===== config.mk =====
export PLATFORM = sky130hd
export DESIGN_NAME = qea_host_ctrl
export DESIGN_NICKNAME = d
export VERILOG_FILES = /design/src/rtl/qea_host_ctrl.sv
export SDC_FILE = /design/constraint.sdc
export NUM_CORES = 1
export LEC_CHECK = 0
export ABC_AREA = 1
export CORE_AREA = 2 2 395 397
export DETAILED_ROUTE_END_ITERATION = 8
export DIE_AREA = 0 0 397 399
export PLACE_DENSITY_LB_ADDON = 0.2
export SLEW_MARGIN = 20
export SYNTH_ARGS = -nofsm -noshare
export SYNTH_HDL_FRONTEND = slang
export SYNTH_SLANG_ARGS = --single-unit

===== constraint.sdc =====
create_clock -name clk -period 2.5 [get_ports clk]
set_input_delay 0.5 -clock clk [delete_from_list [all_inputs] [get_ports clk]]
set_output_delay 0.5 -clock clk [all_outputs]
set_load 0.01 [all_outputs]

===== src/rtl/qea_host_ctrl.sv =====
`timescale 1ns/1ps
// Host-side sequencer for QEA: loads gate context, seeds the state RAM with |0..0>,
// launches a run, then streams the final state vector back out one word at a time.
module qea_host_ctrl #(
   parameter int PE_NUM_WIDTH            = 2,
   parameter int PE_NUM                  = 4,
   parameter int STATE_DATA_WIDTH        = 64,
   parameter int STATE_ADDR_WIDTH        = 16,
   parameter int GATE_CONTEXT_DATA_WIDTH = 64,
   parameter int GATE_CONTEXT_ADDR_WIDTH = 16,
   parameter int MAX_QBIT_WIDTH          = 6,
   parameter int RD_LATENCY              = 1
) (
   input  logic                                 clk,
   input  logic                                 rst_n,
   input  logic                                 i_cfg_valid,
   output logic                                 o_cfg_ready,
   input  logic [MAX_QBIT_WIDTH-1:0]            i_cfg_qbit_num,
   input  logic [GATE_CONTEXT_ADDR_WIDTH:0]     i_cfg_ins_num,
   output logic                                 o_cfg_err,
   input  logic                                 i_ctx_valid,
   output logic                                 o_ctx_ready,
   input  logic [GATE_CONTEXT_DATA_WIDTH-1:0]   i_ctx_data,
   output logic                                 o_qea_start,
   output logic [MAX_QBIT_WIDTH-1:0]            o_qea_qbit_num,
   output logic                                 o_ctx_en,
   output logic                                 o_ctx_wea,
   output logic [GATE_CONTEXT_ADDR_WIDTH-1:0]   o_ctx_addr,
   output logic [GATE_CONTEXT_DATA_WIDTH-1:0]   o_ctx_data,
   output logic                                 o_state_ena,
   output logic                                 o_state_wea,
   output logic [STATE_ADDR_WIDTH-1:0]          o_state_addra,
   output logic [PE_NUM*STATE_DATA_WIDTH-1:0]   o_state_dina,
   input  logic [PE_NUM*STATE_DATA_WIDTH-1:0]   i_state_dout,
   input  logic                                 i_qea_complete,
   output logic                                 o_res_valid,
   input  logic                                 i_res_ready,
   output logic [PE_NUM*STATE_DATA_WIDTH-1:0]   o_res_data,
   output logic                                 o_res_last,
   output logic                                 o_busy,
   output logic [31:0]                          o_cycles
);

   localparam int SWW = PE_NUM*STATE_DATA_WIDTH;
   localparam int CW  = GATE_CONTEXT_ADDR_WIDTH+1;
   localparam int SW  = STATE_ADDR_WIDTH+1;
   localparam logic [MAX_QBIT_WIDTH-1:0] QMIN    = MAX_QBIT_WIDTH'(PE_NUM_WIDTH);
   localparam logic [MAX_QBIT_WIDTH-1:0] QMAX    = MAX_QBIT_WIDTH'(STATE_ADDR_WIDTH+PE_NUM_WIDTH);
   localparam logic [CW-1:0]             INS_MAX = {1'b1, {GATE_CONTEXT_ADDR_WIDTH{1'b0}}};
   localparam logic [1:0]                LAT_LAST = 2'(RD_LATENCY-1);
   // |0..0>: amplitude 1.0+0j sits in the top lane of word 0
   localparam logic [SWW-1:0] INIT0 = {STATE_DATA_WIDTH'(64'h40000000_00000000),
                                       {(SWW-STATE_DATA_WIDTH){1'b0}}};

   typedef enum logic [2:0] {
      S_IDLE, S_CTX_LOAD, S_STATE_INIT, S_START, S_WAIT, S_RD_REQ, S_RD_WAIT, S_OUT
   } state_t;

   state_t                    state, state_nx;
   logic [MAX_QBIT_WIDTH-1:0] qbit_q;
   logic [CW-1:0]             ins_q, ctx_k;
   logic [SW-1:0]             n_last, st_j;
   logic [31:0]               cnt, cycles_q;
   logic [1:0]                lat_cnt;
   logic [SWW-1:0]            res_q;
   logic                      cfg_err_q;
   logic                      cfg_bad, wait_armed, lat_done, ctx_last, st_last;

   assign cfg_bad    = (i_cfg_qbit_num <= QMIN) || (i_cfg_qbit_num > QMAX) ||
                       (i_cfg_ins_num > INS_MAX);
   // the first two WAIT cycles ignore complete, it may still be high from the last job
   assign wait_armed = cnt >= 32'd2;
   assign lat_done   = lat_cnt == LAT_LAST;
   assign ctx_last   = ctx_k == ins_q - CW'(1);
   assign st_last    = st_j == n_last;

   assign o_cfg_err      = cfg_err_q;
   assign o_qea_qbit_num = qbit_q;
   assign o_cycles       = cycles_q;
   assign o_res_data     = res_q;
   assign o_busy         = state != S_IDLE;

   always_ff @(posedge clk or negedge rst_n) begin
      if (!rst_n) begin
         state     <= S_IDLE;
         qbit_q    <= '0;
         ins_q     <= '0;
         ctx_k     <= '0;
         n_last    <= '0;
         st_j      <= '0;
         cnt       <= '0;
         cycles_q  <= '0;
         lat_cnt   <= '0;
         res_q     <= '0;
         cfg_err_q <= 1'b0;
      end else begin
         state     <= state_nx;
         cfg_err_q <= 1'b0;
         case (state)
            S_IDLE: if (i_cfg_valid) begin
               if (cfg_bad) cfg_err_q <= 1'b1;
               else begin
                  qbit_q <= i_cfg_qbit_num;
                  ins_q  <= i_cfg_ins_num;
                  n_last <= (SW'(1) << (i_cfg_qbit_num - QMIN)) - SW'(1);
                  ctx_k  <= '0;
                  st_j   <= '0;
               end
            end
            S_CTX_LOAD:   if (i_ctx_valid) ctx_k <= ctx_k + CW'(1);
            // st_j is reused as the readback index, so rewind it after init
            S_STATE_INIT: st_j <= st_last ? '0 : st_j + SW'(1);
            S_START:      cnt <= '0;
            S_WAIT: begin
               if (cnt != '1) cnt <= cnt + 32'd1;
               if (wait_armed && i_qea_complete) cycles_q <= cnt;
            end
            S_RD_REQ:     lat_cnt <= '0;
            S_RD_WAIT: begin
               lat_cnt <= lat_cnt + 2'd1;
               if (lat_done) res_q <= i_state_dout;
            end
            S_OUT:        if (i_res_ready && !st_last) st_j <= st_j + SW'(1);
            default: ;
         endcase
      end
   end

   always_comb begin
      state_nx      = state;
      o_cfg_ready   = 1'b0;
      o_ctx_ready   = 1'b0;
      o_ctx_en      = 1'b0;
      o_ctx_wea     = 1'b0;
      o_ctx_addr    = '0;
      o_ctx_data    = '0;
      o_state_ena   = 1'b0;
      o_state_wea   = 1'b0;
      o_state_addra = '0;
      o_state_dina  = '0;
      o_qea_start   = 1'b0;
      o_res_valid   = 1'b0;
      o_res_last    = 1'b0;
      case (state)
         S_IDLE: begin
            o_cfg_ready = 1'b1;
            if (i_cfg_valid && !cfg_bad)
               state_nx = (i_cfg_ins_num == '0) ? S_STATE_INIT : S_CTX_LOAD;
         end
         S_CTX_LOAD: begin
            o_ctx_ready = 1'b1;
            o_ctx_addr  = ctx_k[GATE_CONTEXT_ADDR_WIDTH-1:0];
            o_ctx_data  = i_ctx_data;
            if (i_ctx_valid) begin
               o_ctx_en  = 1'b1;
               o_ctx_wea = 1'b1;
               if (ctx_last) state_nx = S_STATE_INIT;
            end
         end
         S_STATE_INIT: begin
            o_state_ena   = 1'b1;
            o_state_wea   = 1'b1;
            o_state_addra = st_j[STATE_ADDR_WIDTH-1:0];
            o_state_dina  = (st_j == '0) ? INIT0 : '0;
            if (st_last) state_nx = S_START;
         end
         S_START: begin
            o_qea_start = 1'b1;
            state_nx    = S_WAIT;
         end
         S_WAIT: if (wait_armed && i_qea_complete) state_nx = S_RD_REQ;
         S_RD_REQ: begin
            o_state_ena   = 1'b1;
            o_state_addra = st_j[STATE_ADDR_WIDTH-1:0];
            state_nx      = S_RD_WAIT;
         end
         S_RD_WAIT: if (lat_done) state_nx = S_OUT;
         S_OUT: begin
            o_res_valid = 1'b1;
            o_res_last  = st_last;
            if (i_res_ready) state_nx = st_last ? S_IDLE : S_RD_REQ;
         end
         default: state_nx = S_IDLE;
      endcase
   end

endmodule


==> impl.org, run 1 <==
** Placement
- Placer's final routability congestion estimate :: 0.815
- After legalization and detailed placement, the total HPWL measured 71400 microns.
- Port-buffer cells :: 750

** Synthesis
- Yosys printed 0 warnings.
- In the synthesized netlist the async set-or-reset flop fraction comes to 100%.
- Syn avg cell area :: 9.50 sq um
- The cell area that synthesis handed to floorplanning was 0.0210 sq mm.
- Share of the yosys chip area belonging to registers :: 47.7%
- Flip-flop and latch count after synthesis :: 400
- Synthesis produced 2208 cells.
- Cell accounting for the most synthesized area :: sky130_fd_sc_hd__dfrtp_1
- Of the post-synthesis cell area, the dominant cell type holds 47.7%.
- Yosys mapped a number of flops with a built-in enable equal to 0.
- Cells taking the most area after synthesis :: sky130_fd_sc_hd__dfrtp_1 (48%), sky130_fd_sc_hd__mux2_2 (12%), sky130_fd_sc_hd__buf_4 (9.2%), sky130_fd_sc_hd__nand2_1 (5.9%), sky130_fd_sc_hd__nor2_1 (3.7%)
- Top cells by instance count after synthesis :: sky130_fd_sc_hd__dfrtp_1 (400), sky130_fd_sc_hd__nand2_1 (330), sky130_fd_sc_hd__buf_4 (258)
- Most common flop cell mapped by yosys :: sky130_fd_sc_hd__dfrtp_1
- The netlist uses 46 different library cells.
- Yosys instantiated no cell more often than sky130_fd_sc_hd__dfrtp_1.

** Global routing
- Vias in the first global route :: 17300
- Global router's overall resource usage :: 10.8%
- Maximum number of pins on one net before global-route repair :: 87
- The first global-routing pass estimated 127000 microns of wire.
- Summed over all layers, the global routing overflow is 0.
- Antenna violations before repair :: 11

** CTS
- TritonCTS built the clock tree.
- Clock Sinks :: 400
- The root buffer cell chosen for the clock tree is sky130_fd_sc_hd__clkbuf_16.
- Latest clock arrival within the worst-skew pair :: 0.65 ns
- After clock tree synthesis, the clock-pin slew on the worst setup and hold paths is 0.06 ns.
- H-Tree Level Count :: 2
- Clock tree synthesis inserted a total of 56 buffers.
- Counting along the longest clock path gives a buffer depth of 3.

** Routing
- After detailed routing, the total wire length is 90300 microns.
- Remaining routing DRC violations :: 0
- Starting DRT DRC Count :: 860
- In this run the remaining antenna-violating nets after routing total 0.
- Via count :: 17600
- Number of search-and-repair iterations in the first detailed-routing pass :: 5
- Dividing the detail-routed via count by the number of cells gives 3.37.
- In the final routed layout, each cell accounts on average for 17.3 microns.

** Status
- The checks that failed: setup timing.
- Run status :: complete, but fails checks

** STA
- Derived from the worst setup path, the maximum achievable clock frequency is 381 MHz.
- Final setup margin :: -0.126 ns
- Final critical path time including I/O delays and setup :: 2.63 ns
- On the final layout, the worst clock skew is 0.0242 ns.
- At the pin with the least slew margin, the transition time is 0.592 ns.
- Hold Slack :: 0.423 ns
- Slew headroom :: 60.5%
- Setup violations remaining at the end of the flow were counted as 57.
- Crit share post-route :: 105%
- Setup repair after global routing could not meet its margin everywhere.
- The count of final hold-check violations was 0.
- The final count of pins violating max slew came to 0.

** Floorplan
- The core region is 0.154 sq mm.
- The die is 397 microns wide.
- Ports :: 1006
- The initial utilization of the core area, before any placement, comes to 13.6%.
- The floorplan step defined a die boundary enclosing 0.158 sq mm.
- The floorplan has 144 rows.
- Die Height :: 399 microns

** Power
- Worst voltage drop across the vdd grid :: 0.000468 V
- Power density normalized to cell area :: 1040 mW/mm^2
- Final total power :: 35.1 mW
- Leakage dissipation :: 14.6 nW

** Worst setup path
- At the worst endpoint, the required time is 2.00 ns.
- The worst setup path is of the register to output pin kind.
- STA classifies the critical path startpoint as a register.
- For the worst setup path, the data arrival time is 2.13 ns.
- Of all nets on the critical path, the largest fanout is 7.
- For the worst flop-to-flop path, the logic depth is 13.
- R2R Path End :: state[0]$_DFFE_PN0P_
- The worst setup path is captured at an output pin.
- In this run the register-to-register setup slack is 0.28 ns.
- The startpoint identified for the worst register-to-register timing path is cnt[0]$_DFFE_PN0P_.

** Hold path
- Hold crit path type :: input pin to asynchronous set/reset pin

** Run
- Across the run, the number of max-cap violations was 0.

** Layout
- Area Overhead vs Synth :: 61.1%
- Summing all flip-flop and latch instances after layout gives 0.0100 sq mm.
- The layout has 16800 filler cells.
- Area used by multi-input combinational logic :: 0.00934 sq mm
- The post-route netlist has 23.7% of its cells at a drive strength greater than 1.
- At the end of the flow, the number of nets in the layout was 3484.
[metrics by stage]
stage,worst slack (ns),instances,setup TNS (ns),instance area [sq um],util [%]
floorplan,0.244,2462,0,21900,-
global placement,-0.343,5074,-8.18,31100,20.2
detailed placement,-0.367,5074,-9.17,31100,20.2
CTS,-0.281,5204,-14.34,33200,21.6
global route,-0.250,5214,-13.71,33800,22.0
finish,-0.126,5216,-3.15,33800,22.0
[cells by family after synthesis]
family / share of synthesized area (%)
AO/OA/AOI/OAI: 4.18
buffers and inverters: 14.8
flip-flops: 47.7
XOR/XNOR: 2.83
multiplexers: 13.7
other: 0.0179
AND/OR/NAND/NOR: 16.1
adder cells (fa/ha/maj): 0.597
[where the power goes]
| group | switching (mW) | internal (mW) | leakage (nW) |
|---|---|---|---|
| Combinational | 7.47 | 8.43 | 8.72 |
| Sequential | 1.63 | 9.04 | 4.92 |
| Clock | 3.33 | 5.24 | 0.948 |
[registers in the layout, summed over array words and instances (netlist names)]
signal and cells:
o_res_data 256, cnt 32, o_cycles 32, ctx_k 17
ins_q 17, n_last 17, st_j 17, o_qea_qbit_num 6
state 3, lat_cnt 2, o_cfg_err 1
[placed cells by master, fill, tap and decap left out, types with 37 or more instances in the layout]
cell / instances
sky130_fd_sc_hd__nor2_2: 49
sky130_fd_sc_hd__mux2_2: 232
sky130_fd_sc_hd__nor2_1: 127
sky130_fd_sc_hd__xor2_1: 47
sky130_fd_sc_hd__buf_4: 147
sky130_fd_sc_hd__o21ai_0: 104
sky130_fd_sc_hd__inv_1: 202
sky130_fd_sc_hd__nor2_4: 46
sky130_fd_sc_hd__nand4_1: 37
sky130_fd_sc_hd__clkdlybuf4s50_1: 642
sky130_fd_sc_hd__clkbuf_16: 57
sky130_fd_sc_hd__nand3_1: 82
sky130_fd_sc_hd__nand2_1: 326
sky130_fd_sc_hd__buf_2: 50
sky130_fd_sc_hd__dfrtp_1: 398
sky130_fd_sc_hd__buf_6: 47
sky130_fd_sc_hd__nor3_1: 47
sky130_fd_sc_hd__conb_1: 255
[critical path, cell delays in order, from the launching register on]
cell and delay [ns]:
sky130_fd_sc_hd__dfrtp_1 0.37, sky130_fd_sc_hd__inv_1 0.06, sky130_fd_sc_hd__nor2_2 0.13, sky130_fd_sc_hd__inv_2 0.07, sky130_fd_sc_hd__nor2_4 0.13, sky130_fd_sc_hd__buf_6 0.15
sky130_fd_sc_hd__inv_12 0.05, sky130_fd_sc_hd__buf_8 0.12, sky130_fd_sc_hd__buf_8 0.12, sky130_fd_sc_hd__nor2_4 0.13, sky130_fd_sc_hd__buf_12 0.14
[worst max path at each step]
stage	from	endpoint	slack, ns	cells after the start
6_report	state[0]$_DFFE_PN0P_	o_ctx_addr[11]	-0.13	10
5_1_grt	state[0]$_DFFE_PN0P_	o_ctx_addr[13]	-0.25	10
4_1_cts	state[0]$_DFFE_PN0P_	o_ctx_data[23]	-0.28	11
3_5_place_dp	i_cfg_qbit_num[1]	n_last[16]$_DFFE_PN0P_	-0.37	14
3_3_place_gp	i_cfg_qbit_num[1]	n_last[16]$_DFFE_PN0P_	-0.34	14
2_1_floorplan	i_cfg_qbit_num[1]	n_last[12]$_DFFE_PN0P_	0.24	14
[layer usage]
metal	up-vias	track usage (%)	wire, microns
met5	-	0	27
met4	4	3.08	2020
met3	98	2.05	4590
met2	528	18.7	45800
met1	8425	13.7	37800
li1	8513	-	-
[repair_timing]
item,CTS,global route
setup endpoints to repair,107,108
pin swaps,9,13
gates resized for setup,413,211
gates cloned,3,1
endpoints found under the hold margin,22,0
setup buffers,26,11
hold buffers,1,0
[final cells by class]
type / instances / share of cell area [%]
Timing Repair Buffer: 933 / 26.8
Clock inverter: 15 / 0.830
Inverter: 215 / 2.50
Timing Repair inverter: 2 / 0.0667
Sequential cell: 400 / 29.6
Clock buffer: 85 / 4.88
Antenna cell: 5 / 0.0370
Multi-Input combinational cell: 1517 / 27.7
Tap cell: 2044 / 7.57
(Power assumes the default switching activity.)
==> inputs of run 2 (changes only) <==
--- a/config.mk
+++ b/config.mk
@@ -5,10 +5,10 @@
 export SDC_FILE = /design/constraint.sdc
 export NUM_CORES = 1
 export LEC_CHECK = 0
-export ABC_AREA = 1
-export CORE_AREA = 2 2 395 397
+export CORE_AREA = 2 2 390 392
 export DETAILED_ROUTE_END_ITERATION = 8
-export DIE_AREA = 0 0 397 399
+export DIE_AREA = 0 0 392 394
+export GPL_ROUTABILITY_DRIVEN = 1
 export PLACE_DENSITY_LB_ADDON = 0.2
 export SLEW_MARGIN = 20
 export SYNTH_ARGS = -nofsm -noshare
==> constraint.sdc (replaced) <==
create_clock -name clk -period 2.8 [get_ports clk]
set_input_delay 0.56 -clock clk [delete_from_list [all_inputs] [get_ports clk]]
set_output_delay 0.56 -clock clk [all_outputs]
set_load 0.01 [all_outputs]
==> impl.org, run 2 <==
** Status
- Run status :: complete, no violations

** Layout
- Combined flip-flop and latch cell area :: 0.0100 sq mm (about the same)
- Filler cell count in the final layout :: 16500 (-1.9%)
- Area Overhead vs Synth :: 63.4%
- The top cell types in the final layout, fill and taps aside, are sky130_fd_sc_hd__clkdlybuf4s50_1 (640), sky130_fd_sc_hd__dfrtp_1 (396), sky130_fd_sc_hd__mux2_2 (283).
- Post-layout nets :: 3068 (-12%)
- The area of the multi-input gates was 0.00876 sq mm (-6.2%).
- Leaving out fill and tap cells, the most frequent cell in the layout is sky130_fd_sc_hd__clkdlybuf4s50_1.
- The proportion of layout cells with a drive suffix above 1 was 27.0% (+3.3 points).
- Flip-flop count of the largest register, all copies and words added :: 256 (unchanged)
- Post-layout utilization of the core :: 21.6% (-0.40 points)

** Global routing
- The pin count of the biggest net entering global routing was 55 (-37%).
- The initial antenna violation count was 18 (+7).
- The via count of the first global-routing pass is 15900 (-8.0%).
- The total congestion overflow was 0 (unchanged).
- The wire length of the first global-routing pass was 125000 microns (-1.5%).
- Global router's overall resource usage :: 11.2% (+0.40 points)

** Synthesis
- Post-synth EDFFs :: 0 (unchanged)
- Count of warnings emitted by yosys :: 0 (unchanged)
- The share of Yosys cell area claimed by the top area cell type was 50.3% (+2.6 points).
- Among all cell types in the netlist, the one instantiated most often is sky130_fd_sc_hd__dfrtp_1.
- The register bit total from synthesis came to 400 (unchanged).
- The async set or reset register ratio after synthesis came to 100% (unchanged).
- Most common flop cell mapped by yosys :: sky130_fd_sc_hd__dfrtp_1
- The netlist area before placement was 0.0199 sq mm (-5.1%).
- The post-synthesis cell type count is 59 (+28%).
- The proportion of synthesized chip area in sequential cells is 50.3% (+2.6 points).
- By count the netlist is led by sky130_fd_sc_hd__dfrtp_1 (400), sky130_fd_sc_hd__mux2_2 (283), sky130_fd_sc_hd__buf_4 (257).
- Post-Synthesis Cells :: 1788 (-19%)
- The largest total area in the synthesized netlist belongs to sky130_fd_sc_hd__dfrtp_1.
- By area the synthesized netlist is led by sky130_fd_sc_hd__dfrtp_1 (50%), sky130_fd_sc_hd__mux2_2 (16%), sky130_fd_sc_hd__buf_4 (9.7%), sky130_fd_sc_hd__and2_1 (3.1%), sky130_fd_sc_hd__nand2_1 (2.5%).
- Syn avg cell area :: 11.1 sq um (+17%)

** Power
- Leakage dissipation :: 14.1 nW (-3.5%)
- The peak supply drop is 0.000455 V (-2.7%).
- Final total power :: 29.7 mW (-15%)
- The power density over cell area was 915 mW/mm^2 (-12%).

** CTS
- H-Tree Level Count :: 2 (unchanged)
- Clock Sinks :: 400 (unchanged)
- The number of buffers added by the clock tree synthesis step was 56 (unchanged).
- The clock-pin slew on the worst setup and hold paths was 0.05 ns (about the same).
- Latest clock arrival within the worst-skew pair :: 0.64 ns (about the same)
- Deepest clock path buffer count :: 3 (unchanged)
- Clock tree from TritonCTS :: yes
- Buffer type at the clock tree root :: sky130_fd_sc_hd__clkbuf_16

** Floorplan
- Ports :: 1006 (unchanged)
- The row count came to 143 (-0.69%).
- The horizontal die dimension came to 392 microns (-1.3%).
- The starting utilization of the core area is 13.2% (-0.44 points).
- Area of the die :: 0.154 sq mm (-2.5%)
- Die Height :: 394 microns (-1.3%)
- Core region area :: 0.151 sq mm (-2.0%)

** Hold path
- For hold timing, the worst endpoint is ins_q[13]$_DFFE_PN0P_.
- Start point of the worst hold path :: i_cfg_ins_num[13]
- Hold crit path type :: input pin to register
- Hold path depth :: 4

** Worst setup path
- The largest stage delay on the critical path was 0.57 ns (+0.20 ns).
- Slowest library cell on the worst path :: sky130_fd_sc_hd__or4_4
- Worst Reg2Reg Path Length in Cells :: 8 (-5)
- The worst setup path is captured at a register.
- Critical Path Start Type :: register
- WP buf/inv :: 1 (-6)
- The signal on the critical path passes through or3_4 > buf_6 > xnor2_4 > nor3_2 > a31oi_1 > or4_1 > or4_4 > a221o_1.
- Worst Path Required :: 3.31 ns (+1.31 ns)
- Type of the worst setup path :: register to register
- The worst-path maximum fanout is 4 (-3).
- Worst path arrival time :: 3.30 ns (+1.17 ns)
- Register-to-Register Setup Slack :: 0.004 ns (-0.28 ns)
- R2R Path End :: state[0]$_DFFE_PN0P_
- Family with the most delay on the worst path :: simple AND/OR/NAND/NOR gates
- RR Startpoint :: ins_q[2]$_DFFE_PN0P_

** Routing
- The via count normalized by instance count is 3.32 (-1.5%).
- Number of search-and-repair iterations in the first detailed-routing pass :: 4 (-1)
- The vias after detailed routing was 15900 (-9.6%).
- The post-detailed-route DRC marker count is 0 (unchanged).
- Antenna Nets Post-Route :: 0 (unchanged)
- The number of violations reported at the end of detailed-routing iteration 0 came to 661 (-23%).
- The total wire length after detailed routing was 90600 microns (+0.36%).
- The post-detailed-route wirelength per cell was 18.9 microns (+9.3%).

** Run
- Max-cap violation count :: 0 (unchanged)

** STA
- The worst relative slew slack came to 57.8% (-2.7 points).
- Setup TNS :: 0 ns (+3.15 ns)
- Final critical path time including I/O delays and setup :: 2.80 ns
- Final Skew :: 0.0434 ns (+0.0192 ns)
- The final count of pins violating max slew was 0 (unchanged).
- Hold Slack :: 0.353 ns (-0.0697 ns)
- Derived from the worst setup path, the maximum achievable clock frequency is 358 MHz.
- The final critical path takes up 99.9% of the cycle.
- The count of final hold-check violations is 0 (unchanged).
- Final-report setup violation count :: 0 (-100%)
- Pin slew with the least headroom to its limit :: 0.633 ns (+0.0407 ns)
- RSZ-0062 raised after global routing :: yes

** Placement
- DP HPWL :: 71700 microns (+0.41%)
- The port buffer count was 750 (unchanged).
- Placer's final routability congestion estimate :: 0.812 (-0.36%)
run 2: layout make-up:
cell class                 count  area share, %
timing repair buffer         952           28.0
clock buffer                  85           5.27
antenna                        7         0.0539
sequential                   400           30.8
clock inverter                18          0.735
inverter                      28          0.339
multi-input combinational   1271           27.0
tap                         2030           7.81
run 2: through the flow:
stage | area, sq um | cells | setup WS, ns
global placement | 30200 | 4659 | -0.768
finish | 32500 | 4791 | 0.00369
global route | 32500 | 4787 | -0.0769
detailed placement | 30200 | 4659 | -0.753
CTS | 32300 | 4779 | -0.0857
floorplan | 20900 | 2042 | 0.00601
run 2: worst max-delay path by stage:
stage | startpoint | end | slack (ns) | cells after the start
finish | ins_q[2]$_DFFE_PN0P_ | state[0]$_DFFE_PN0P_ | 0.004 | 8
global route | ins_q[2]$_DFFE_PN0P_ | state[0]$_DFFE_PN0P_ | -0.08 | 8
CTS | n_last[14]$_DFFE_PN0P_ | o_res_last | -0.09 | 7
detailed placement | i_cfg_ins_num[10] | st_j[9]$_DFFE_PN0P_ | -0.75 | 11
global placement | i_cfg_ins_num[10] | st_j[7]$_DFFE_PN0P_ | -0.77 | 11
floorplan | i_cfg_qbit_num[1] | n_last[10]$_DFFE_PN0P_ | 0.006 | 13
run 2: power breakdown:
| group | internal, mW | switching (mW) | leakage (nW) | total, mW |
|---|---|---|---|---|
| logic | 7.28 | 5.50 | 8.16 | 12.8 |
| registers | 8.01 | 1.36 | 4.95 | 9.37 |
| clock network | 4.65 | 2.94 | 0.961 | 7.60 |
| total | 19.9 | 9.80 | 14.1 | 29.7 |
run 2: logic make-up after synthesis:
family,synth area share (%)
and+or+nand+nor,13.7
DFF,50.3
buffers and inverters,11.8
muxes,16.1
AOI/OAI and AO/OA,3.54
xor gates and xnor gates,3.87
adders and majority gates,0.629
other,0.0188
run 2: metal layers:
metal / track usage (%) / vias up / routed length (microns)
met2: 19.0 / 441 / 44800
met1: 14.6 / 7907 / 39600
met5: 0 / - / 27
met4: 2.69 / 4 / 1590
li1: - / 7456 / -
met3: 2.18 / 82 / 4620
run 2: worst reg2reg max path: cells and delay by family (launching register included):
kind                   cells  cell delay [ns]
XOR/XNOR                   1             0.12
AND/OR/NAND/NOR            4             1.62
AO/OA/AOI/OAI              2             0.39
buffers and inverters      1             0.15
flip-flops                 1             0.38
run 2: timing repair:
| action | 4_1_cts | 5_1_grt |
|---|---|---|
| hold endpoints to repair | 31 | 0 |
| pin swaps | 8 | 25 |
| gates cloned | 2 | 2 |
| hold buffers | 1 | 0 |
| setup buffers | 14 | 6 |
| gates resized for setup | 415 | 79 |
| setup endpoints to repair | 110 | 74 |
